$ cat src/rtl/axi_512_to_1024.sv
// axi_512_to_1024: packs pairs of 512-bit stream beats into one 1024-bit beat.
// Optional packet counter output enabled by AXI_512_TO_1024_PKT_CNT_EN.
module axi_512_to_1024 (
    input  logic          clk,
    input  logic          rst_n,
    output logic          in_ready,
    input  logic [511:0]  in_data,
    input  logic [63:0]   in_keep,
    input  logic          in_valid,
    input  logic          in_last,
    input  logic          out_ready,
    output logic [1023:0] out_data,
    output logic [127:0]  out_keep,
    output logic          out_valid,
`ifdef AXI_512_TO_1024_PKT_CNT_EN
    output logic          out_last,
    output logic [31:0]   pkt_cnt
`else
    output logic          out_last
`endif
);

    typedef enum logic {
        UPPER = 1'b0,
        LOWER = 1'b1
    } state_t;

    state_t        state_q, state_d;
    logic [511:0]  hold_q, hold_d;
    logic [63:0]   hold_keep_q, hold_keep_d;
    logic [1023:0] out_data_q, out_data_d;
    logic [127:0]  out_keep_q, out_keep_d;
    logic          out_valid_q, out_valid_d;
    logic          out_last_q, out_last_d;
    logic          accept;
    logic          consume;

    assign in_ready  = ~out_valid_q | out_ready;
    assign accept    = in_valid & in_ready;
    assign consume   = out_valid_q & out_ready;

    assign out_data  = out_data_q;
    assign out_keep  = out_keep_q;
    assign out_valid = out_valid_q;
    assign out_last  = out_last_q;

    // Next-state: hold upper half, or emit a packed beat on completion
    always_comb begin
        state_d     = state_q;
        hold_d      = hold_q;
        hold_keep_d = hold_keep_q;
        out_data_d  = out_data_q;
        out_keep_d  = out_keep_q;
        out_valid_d = out_valid_q;
        out_last_d  = out_last_q;
        if (consume) begin
            out_valid_d = 1'b0;
        end
        if (accept) begin
            unique case (state_q)
                UPPER: begin
                    if (in_last) begin
                        out_data_d  = {in_data, 512'd0};
                        out_keep_d  = {in_keep, 64'd0};
                        out_valid_d = 1'b1;
                        out_last_d  = 1'b1;
                    end else begin
                        hold_d      = in_data;
                        hold_keep_d = in_keep;
                        state_d     = LOWER;
                    end
                end
                LOWER: begin
                    out_data_d  = {hold_q, in_data};
                    out_keep_d  = {hold_keep_q, in_keep};
                    out_valid_d = 1'b1;
                    out_last_d  = in_last;
                    state_d     = UPPER;
                end
                default: begin
                    state_d = UPPER;
                end
            endcase
        end
    end

    // State and output registers, synchronous active-low reset
    always_ff @(posedge clk) begin
        if (!rst_n) begin
            state_q     <= UPPER;
            hold_q      <= '0;
            hold_keep_q <= '0;
            out_data_q  <= '0;
            out_keep_q  <= '0;
            out_valid_q <= 1'b0;
            out_last_q  <= 1'b0;
        end else begin
            state_q     <= state_d;
            hold_q      <= hold_d;
            hold_keep_q <= hold_keep_d;
            out_data_q  <= out_data_d;
            out_keep_q  <= out_keep_d;
            out_valid_q <= out_valid_d;
            out_last_q  <= out_last_d;
        end
    end

`ifdef AXI_512_TO_1024_PKT_CNT_EN
    logic [31:0] pkt_cnt_q, pkt_cnt_d;

    assign pkt_cnt = pkt_cnt_q;

    // Count consumed end-of-packet beats, wrapping naturally
    always_comb begin
        pkt_cnt_d = pkt_cnt_q;
        if (consume && out_last_q) begin
            pkt_cnt_d = pkt_cnt_q + 32'd1;
        end
    end

    // Packet counter register
    always_ff @(posedge clk) begin
        if (!rst_n) begin
            pkt_cnt_q <= '0;
        end else begin
            pkt_cnt_q <= pkt_cnt_d;
        end
    end
`endif

endmodule
$ cat config.mk
export PLATFORM = sky130hd
export DESIGN_NAME = axi_512_to_1024
export DESIGN_NICKNAME = d
export VERILOG_FILES = /design/src/rtl/axi_512_to_1024.sv
export SDC_FILE = /design/constraint.sdc
export NUM_CORES = 2
export LEC_CHECK = 0
export CORE_AREA = 2 2 680 682
export CTS_BUF_LIST = sky130_fd_sc_hd__clkbuf_8
export DETAILED_ROUTE_END_ITERATION = 7
export DIE_AREA = 0 0 682 684
export PLACE_DENSITY = 0.43
export SKIP_LAST_GASP = 1
export SLEW_MARGIN = 20
export SYNTH_ARGS = -nofsm -noshare
export SYNTH_HDL_FRONTEND = slang
export SYNTH_SLANG_ARGS = --single-unit
$ cat constraint.sdc
create_clock -name clk -period 3.8 [get_ports clk]
set_input_delay 0.57 -clock clk [delete_from_list [all_inputs] [get_ports clk]]
set_output_delay 0.57 -clock clk [all_outputs]
set_load 0.01 [all_outputs]
Yosys cells after proc, flatten, opt, wreduce, memory -nomap -nowiden
Cells that the tools add are included.
W data, S select, Z words.
{"block": "op_classes", "mux": 12, "eq_ne": 1, "bitwise": 6, "n_reduce_logical": 2}
{"cell": "$pmux W1024 S2", "n": 1}
{"cell": "$mux W1024", "n": 1}
{"cell": "$pmux W128 S2", "n": 1}
{"cell": "$mux W128", "n": 1}
{"cell": "$pmux W1 S2", "n": 3}
{"cell": "$mux W1", "n": 5}
{"cell": "$not A1 Y1", "n": 3}
{"cell": "$reduce_and A3 Y1", "n": 1}
{"cell": "$and A1 B1 Y1", "n": 2}
{"cell": "$ne A2 B2 Y1 const B", "n": 1}
{"cell": "$reduce_and A2 Y1", "n": 1}
{"cell": "$or A1 B1 Y1", "n": 1}
{"block": "word_totals", "word_cells": 28, "regBits": 1731, "output_inout_bits": 1155, "in_bits": 581}

Longest topological paths before layout
{"block": "depth", "depth_word": 5, "ltp_mapped": 8, "ltp_nobuf": 4}

Worst setup path after synthesis
Ideal clock, no wire load.
{"block": "synth_timing", "path_kind": "input to register", "startpoint": "input port out_ready", "endpoint": "register out_data_q[0], in the netlist out_data[0]", "cell_stages": 7, "path_buffers": 3, "slack_ps": 1932, "setup_ps": 117, "required_time_ps": 3683, "t_arrival_ps": 1752, "cell_sequence": "nor2b_1 -> inv_2 -> and4_1 -> clkbuf_1 -> clkbuf_1 -> buf_2 -> a22o_1"}
{"block": "synth_between", "elab_chain_len": 3}
{"element": "start: declaration", "line_no": "11", "text": "input logic out_ready,"}
{"element": "$or A1 B1 Y1", "line_no": "38", "text": "assign in_ready = ~out_valid_q | out_ready;"}
{"element": "$and A1 B1 Y1", "line_no": "39", "text": "assign accept = in_valid & in_ready;"}
{"element": "$reduce_and A2 Y1 (no source line)"}
{"element": "end signal: assignment", "line_no": "101", "text": "out_data_q <= out_data_d;"}
{"element": "end: declaration", "line_no": "31", "text": "logic [1023:0] out_data_q, out_data_d;"}
No other way between the ends.
A chain may end at the register's enable or synchronous reset.

Final worst setup path
{"block": "layout_timing", "startpoint": "register out_valid_q, in the netlist out_valid", "endpoint": "output port in_ready"}
{"block": "layout_between", "elab_chain_len": 2}
{"element": "start: declaration", "line_no": "33", "text": "logic out_valid_q, out_valid_d;"}
{"element": "start signal: assignment", "line_no": "103", "text": "out_valid_q <= out_valid_d;"}
{"element": "$not A1 Y1", "line_no": "38"}
{"element": "$or A1 B1 Y1", "line_no": "38"}
{"element": "end: declaration", "line_no": "6", "text": "output logic in_ready,"}
No other way between the ends.

==> impl_metrics.xml <==
<?xml version="1.0" encoding="UTF-8"?>
<metrics>
  <group name="outcome">
    <metric name="run_status" unit="">finished clean</metric>
  </group>
  <group name="cells_and_area">
    <metric name="finish.instance_area" unit="sq um">98700</metric>
    <metric name="area_growth_from_synthesis_to_layout" unit="%">47.6</metric>
    <metric name="layout.filler_cells" unit="">49900</metric>
    <metric name="layout.nets" unit="">8747</metric>
    <metric name="final_layout_size_suffix_gt1_frac" unit="">0.0815</metric>
    <metric name="utilization" unit="">0.215</metric>
  </group>
  <group name="die">
    <metric name="die_h" unit="um">684</metric>
    <metric name="floorplan.io_pins" unit="">1736</metric>
    <metric name="dieWidth" unit="um">682</metric>
    <metric name="floorplan.die_area" unit="sq um">466000</metric>
    <metric name="effective_utilization_at_floorplan" unit="">0.146</metric>
    <metric name="floorplan.core_area" unit="sq um">459000</metric>
    <metric name="core.rowCount" unit="">249</metric>
  </group>
  <group name="yosys">
    <metric name="synth.yosys.seq_area_share" unit="">0.518</metric>
    <metric name="ys_top_cells_by_area" unit="">dfxtp_1 (52%), mux2i_1 (17%), a22o_1 (7.5%), nand2_1 (6.5%), a211oi_1 (6.5%)</metric>
    <metric name="yosysTopAreaCellShare" unit="">0.518</metric>
    <metric name="syn-num-nets" unit="">7065</metric>
    <metric name="synth-warning-count" unit="">0</metric>
    <metric name="synth_seq_cells" unit="">1731</metric>
    <metric name="postSynthAreaPerCell" unit="sq um">10.3</metric>
    <metric name="post_synth_num_cell_types" unit="">21</metric>
    <metric name="synth_area_leader_cell" unit="">dfxtp_1</metric>
    <metric name="synth_area" unit="sq um">66900</metric>
    <metric name="synthesized_netlist_cell_count" unit="">6484</metric>
  </group>
  <group name="critical_path">
    <metric name="cp_data_required_time" unit="ns">3.23</metric>
    <metric name="critical_path_peak_fanout" unit="">31</metric>
    <metric name="crit_chain" unit="">nor2b_1 &gt; inv_8 &gt; buf_12 &gt; clkdlybuf4s50_1</metric>
    <metric name="timing.critical_path.arrival" unit="ns">2.95</metric>
    <metric name="critical_path.top_delay_family" unit="">buffers and inverters</metric>
    <metric name="timing.critical_path.from_type" unit="">register</metric>
    <metric name="critPathBufInv" unit="">3</metric>
    <metric name="cp_slowest_cell" unit="">nor2b_1</metric>
    <metric name="max_stage_delay" unit="ns">0.54</metric>
    <metric name="worst-setup-path-type" unit="">register to primary output</metric>
    <metric name="setup.worst_path.end_class" unit="">primary output</metric>
  </group>
  <group name="pwr">
    <metric name="finalPower" unit="uW">47000</metric>
    <metric name="pleak" unit="uW">0.0349</metric>
    <metric name="power_density" unit="nW/um^2">476</metric>
    <metric name="worst_ir_drop_vdd" unit="V">0.000284</metric>
  </group>
  <group name="placement">
    <metric name="pre_cts_slack" unit="ns">0.503</metric>
    <metric name="place.detailed.hpwl" unit="mm">286</metric>
    <metric name="io_buffers" unit="">1735</metric>
    <metric name="finalWeightedCongestion" unit="">0.882</metric>
    <metric name="placed_cell_area" unit="sq um">91000</metric>
  </group>
  <group name="sta">
    <metric name="finalSetupViolations" unit="">0</metric>
    <metric name="maxSlewViolCount" unit="">0</metric>
    <metric name="worst_margin_pin_slew" unit="ns">1.23</metric>
    <metric name="final.setup.worst_slack" unit="ns">0.280</metric>
    <metric name="max-slew-margin-rel" unit="">0.178</metric>
    <metric name="post-route-period-util" unit="">0.926</metric>
    <metric name="final.setup.tns" unit="ns">0</metric>
    <metric name="rsz0062_at_grt" unit="">no</metric>
    <metric name="finalCriticalPeriod" unit="ns">3.52</metric>
    <metric name="final.setup_skew" unit="ns">0.0599</metric>
    <metric name="max_freq" unit="GHz">0.284</metric>
    <metric name="final_hold_viol_count" unit="">0</metric>
  </group>
  <group name="routing">
    <metric name="top_layer" unit="">met5</metric>
    <metric name="vias" unit="">58600</metric>
    <metric name="first_pass_iters" unit="">6</metric>
    <metric name="met3RoutedLength" unit="mm">29.5</metric>
    <metric name="routed_via_count_divided_by_cell_count" unit="">4.02</metric>
    <metric name="postRouteWirelength" unit="mm">376</metric>
    <metric name="dr.first_iter.drc_count" unit="">3645</metric>
    <metric name="detailroute.wirelength.met2" unit="mm">181</metric>
    <metric name="detail_route.wirelength.met1" unit="mm">150</metric>
    <metric name="avgRoutedWirePerCell" unit="um">25.8</metric>
    <metric name="post-route-drc-count" unit="">0</metric>
    <metric name="post_route_antenna_net_violation_count" unit="">0</metric>
  </group>
  <group name="cts">
    <metric name="clock_sink_count" unit="">1731</metric>
    <metric name="cts-root-to-sink-buffers" unit="">4</metric>
    <metric name="clk_root_buffer_cell" unit="">clkbuf_8</metric>
    <metric name="cts_made_buffers" unit="">339</metric>
    <metric name="cts_repair_resize_count" unit="">0</metric>
    <metric name="tritoncts_clock_tree" unit="">yes</metric>
    <metric name="clk_latency" unit="ns">1.06</metric>
    <metric name="clkTransAtPathRegs" unit="ns">0.06</metric>
    <metric name="clock_tree.htree_level_count" unit="">5</metric>
  </group>
  <group name="global_routing">
    <metric name="grt_pass1_wl" unit="mm">505</metric>
    <metric name="antenna_violations_before_repair" unit="">62</metric>
    <metric name="global_route.overflow_total" unit="">0</metric>
    <metric name="first_global_vias" unit="">57300</metric>
    <metric name="grt_max_degree" unit="">178</metric>
    <metric name="grt_util_all_layers" unit="">0.153</metric>
  </group>
  <group name="worst_hold_path">
    <metric name="worstHoldPathType" unit="">input port to register</metric>
  </group>
  <group name="job">
    <metric name="cap_viol_max_count" unit="">0</metric>
  </group>
</metrics>
-- path summary, 6_finish.rpt --
| kind | end | startpoint | cells past startpoint | slack (ns) |
|---|---|---|---|---|
| setup reg to reg | out_data[724] | out_valid | 6 | 0.83 |
| hold / removal | hold_q[288] | in_data[288] | 3 | 0.20 |
| setup / recovery | in_ready | out_valid | 4 | 0.28 |
| hold reg to reg | hold_q[335] | hold_q[335] | 2 | 0.45 |
-- cell usage in the layout (no fill, tap or decap), drive strengths merged, types with 8 or more instances in the layout --
master,synthesis,layout
nand2,1153,1153
dlygate4sd3,0,104
a211oi,576,576
buf,311,217
a31oi,578,578
clkinvlp,0,8
clkinv,0,25
mux2i,1152,1152
clkdlybuf4s50,0,1727
clkbuf,396,405
diode,0,14
a22o,576,576
bufinv,0,9
dfxtp,1731,1731
inv,2,138
-- flip-flops by register name, summed over array words and instances, names as in the netlist --
name	count
hold_keep_q	64
hold_q	512
out_data	1024
out_keep	128
out_last	1
out_valid	1
state_q	1
-- kinds of logic (layout without fill, tap and decap cells) --
kind of cell / Yosys count / in the layout / synth area share
compound gates: 1733 / 1733 / 0.194
flops: 1731 / 1731 / 0.518
simple gates: 1159 / 1159 / 0.0653
mux: 1152 / 1152 / 0.172
buf+inv: 709 / 2633 / 0.0497
other cells: 0 / 14 / 0
-- synth_stat cells, drive strengths merged --
library cell and instances:
a41o 1, nor2b 1, a21oi 1, nor3b 1, a22o 576, a31oi 578, dfxtp 1731, and4 1
or2 1, o21a 1, nor3 1, and3 1, a211oi 576, inv 2, buf 311, clkbuf 396
mux2i 1152, nand2 1153
-- per-stage QoR --
stage / std cells / hold slack [ns]
after floorplan: 6484 / 0.434
after global placement: 13900 / 0.441
after detailed placement: 13900 / 0.446
after CTS: 14600 / 0.000213
after global routing: 14600 / 0.0601
final: 14600 / 0.200
-- timing repair --
| item | in CTS | in global routing |
|---|---|---|
| hold endpoints to repair | 153 | 0 |
| setup buffers | 0 | 0 |
| endpoints found under the setup margin | 0 | 0 |
| hold buffers | 104 | 0 |
-- power by group --
| part | internal [uW] | total (uW) | switching [uW] |
|---|---|---|---|
| Combinational | 3340 | 7900 | 4570 |
| Clock | 10300 | 19300 | 9000 |
| Sequential | 19200 | 19800 | 619 |
-- worst reg2reg max path, stage by stage, from the launching register on --
cell,delay [ns]
dfxtp_1,0.32
nor2b_1,0.54
inv_8,0.21
buf_12,0.28
buf_12,0.49
a31oi_1,0.89
a211oi_1,0.08
-- cell type report --
cell class	count	area (sq um)	area share
flip-flops and latches	1731	34700	0.351
inverters	2	22.5	0.000228
well taps	6149	7690	0.0779
clock inverters	178	1110	0.0113
diodes	14	35.0	0.000355
repair buffers	2048	20700	0.210
multi-input cells	4044	28900	0.293
clock buffers	405	5570	0.0565
-- per-layer routing --
layer  vias up  global-route usage
li1      27300                   -
met1     28900               0.177
met2      1894               0.262
met3       504              0.0489
met4        14              0.0534
met5         -                   0
No activity file was read; power rests on OpenSTA's default activity.
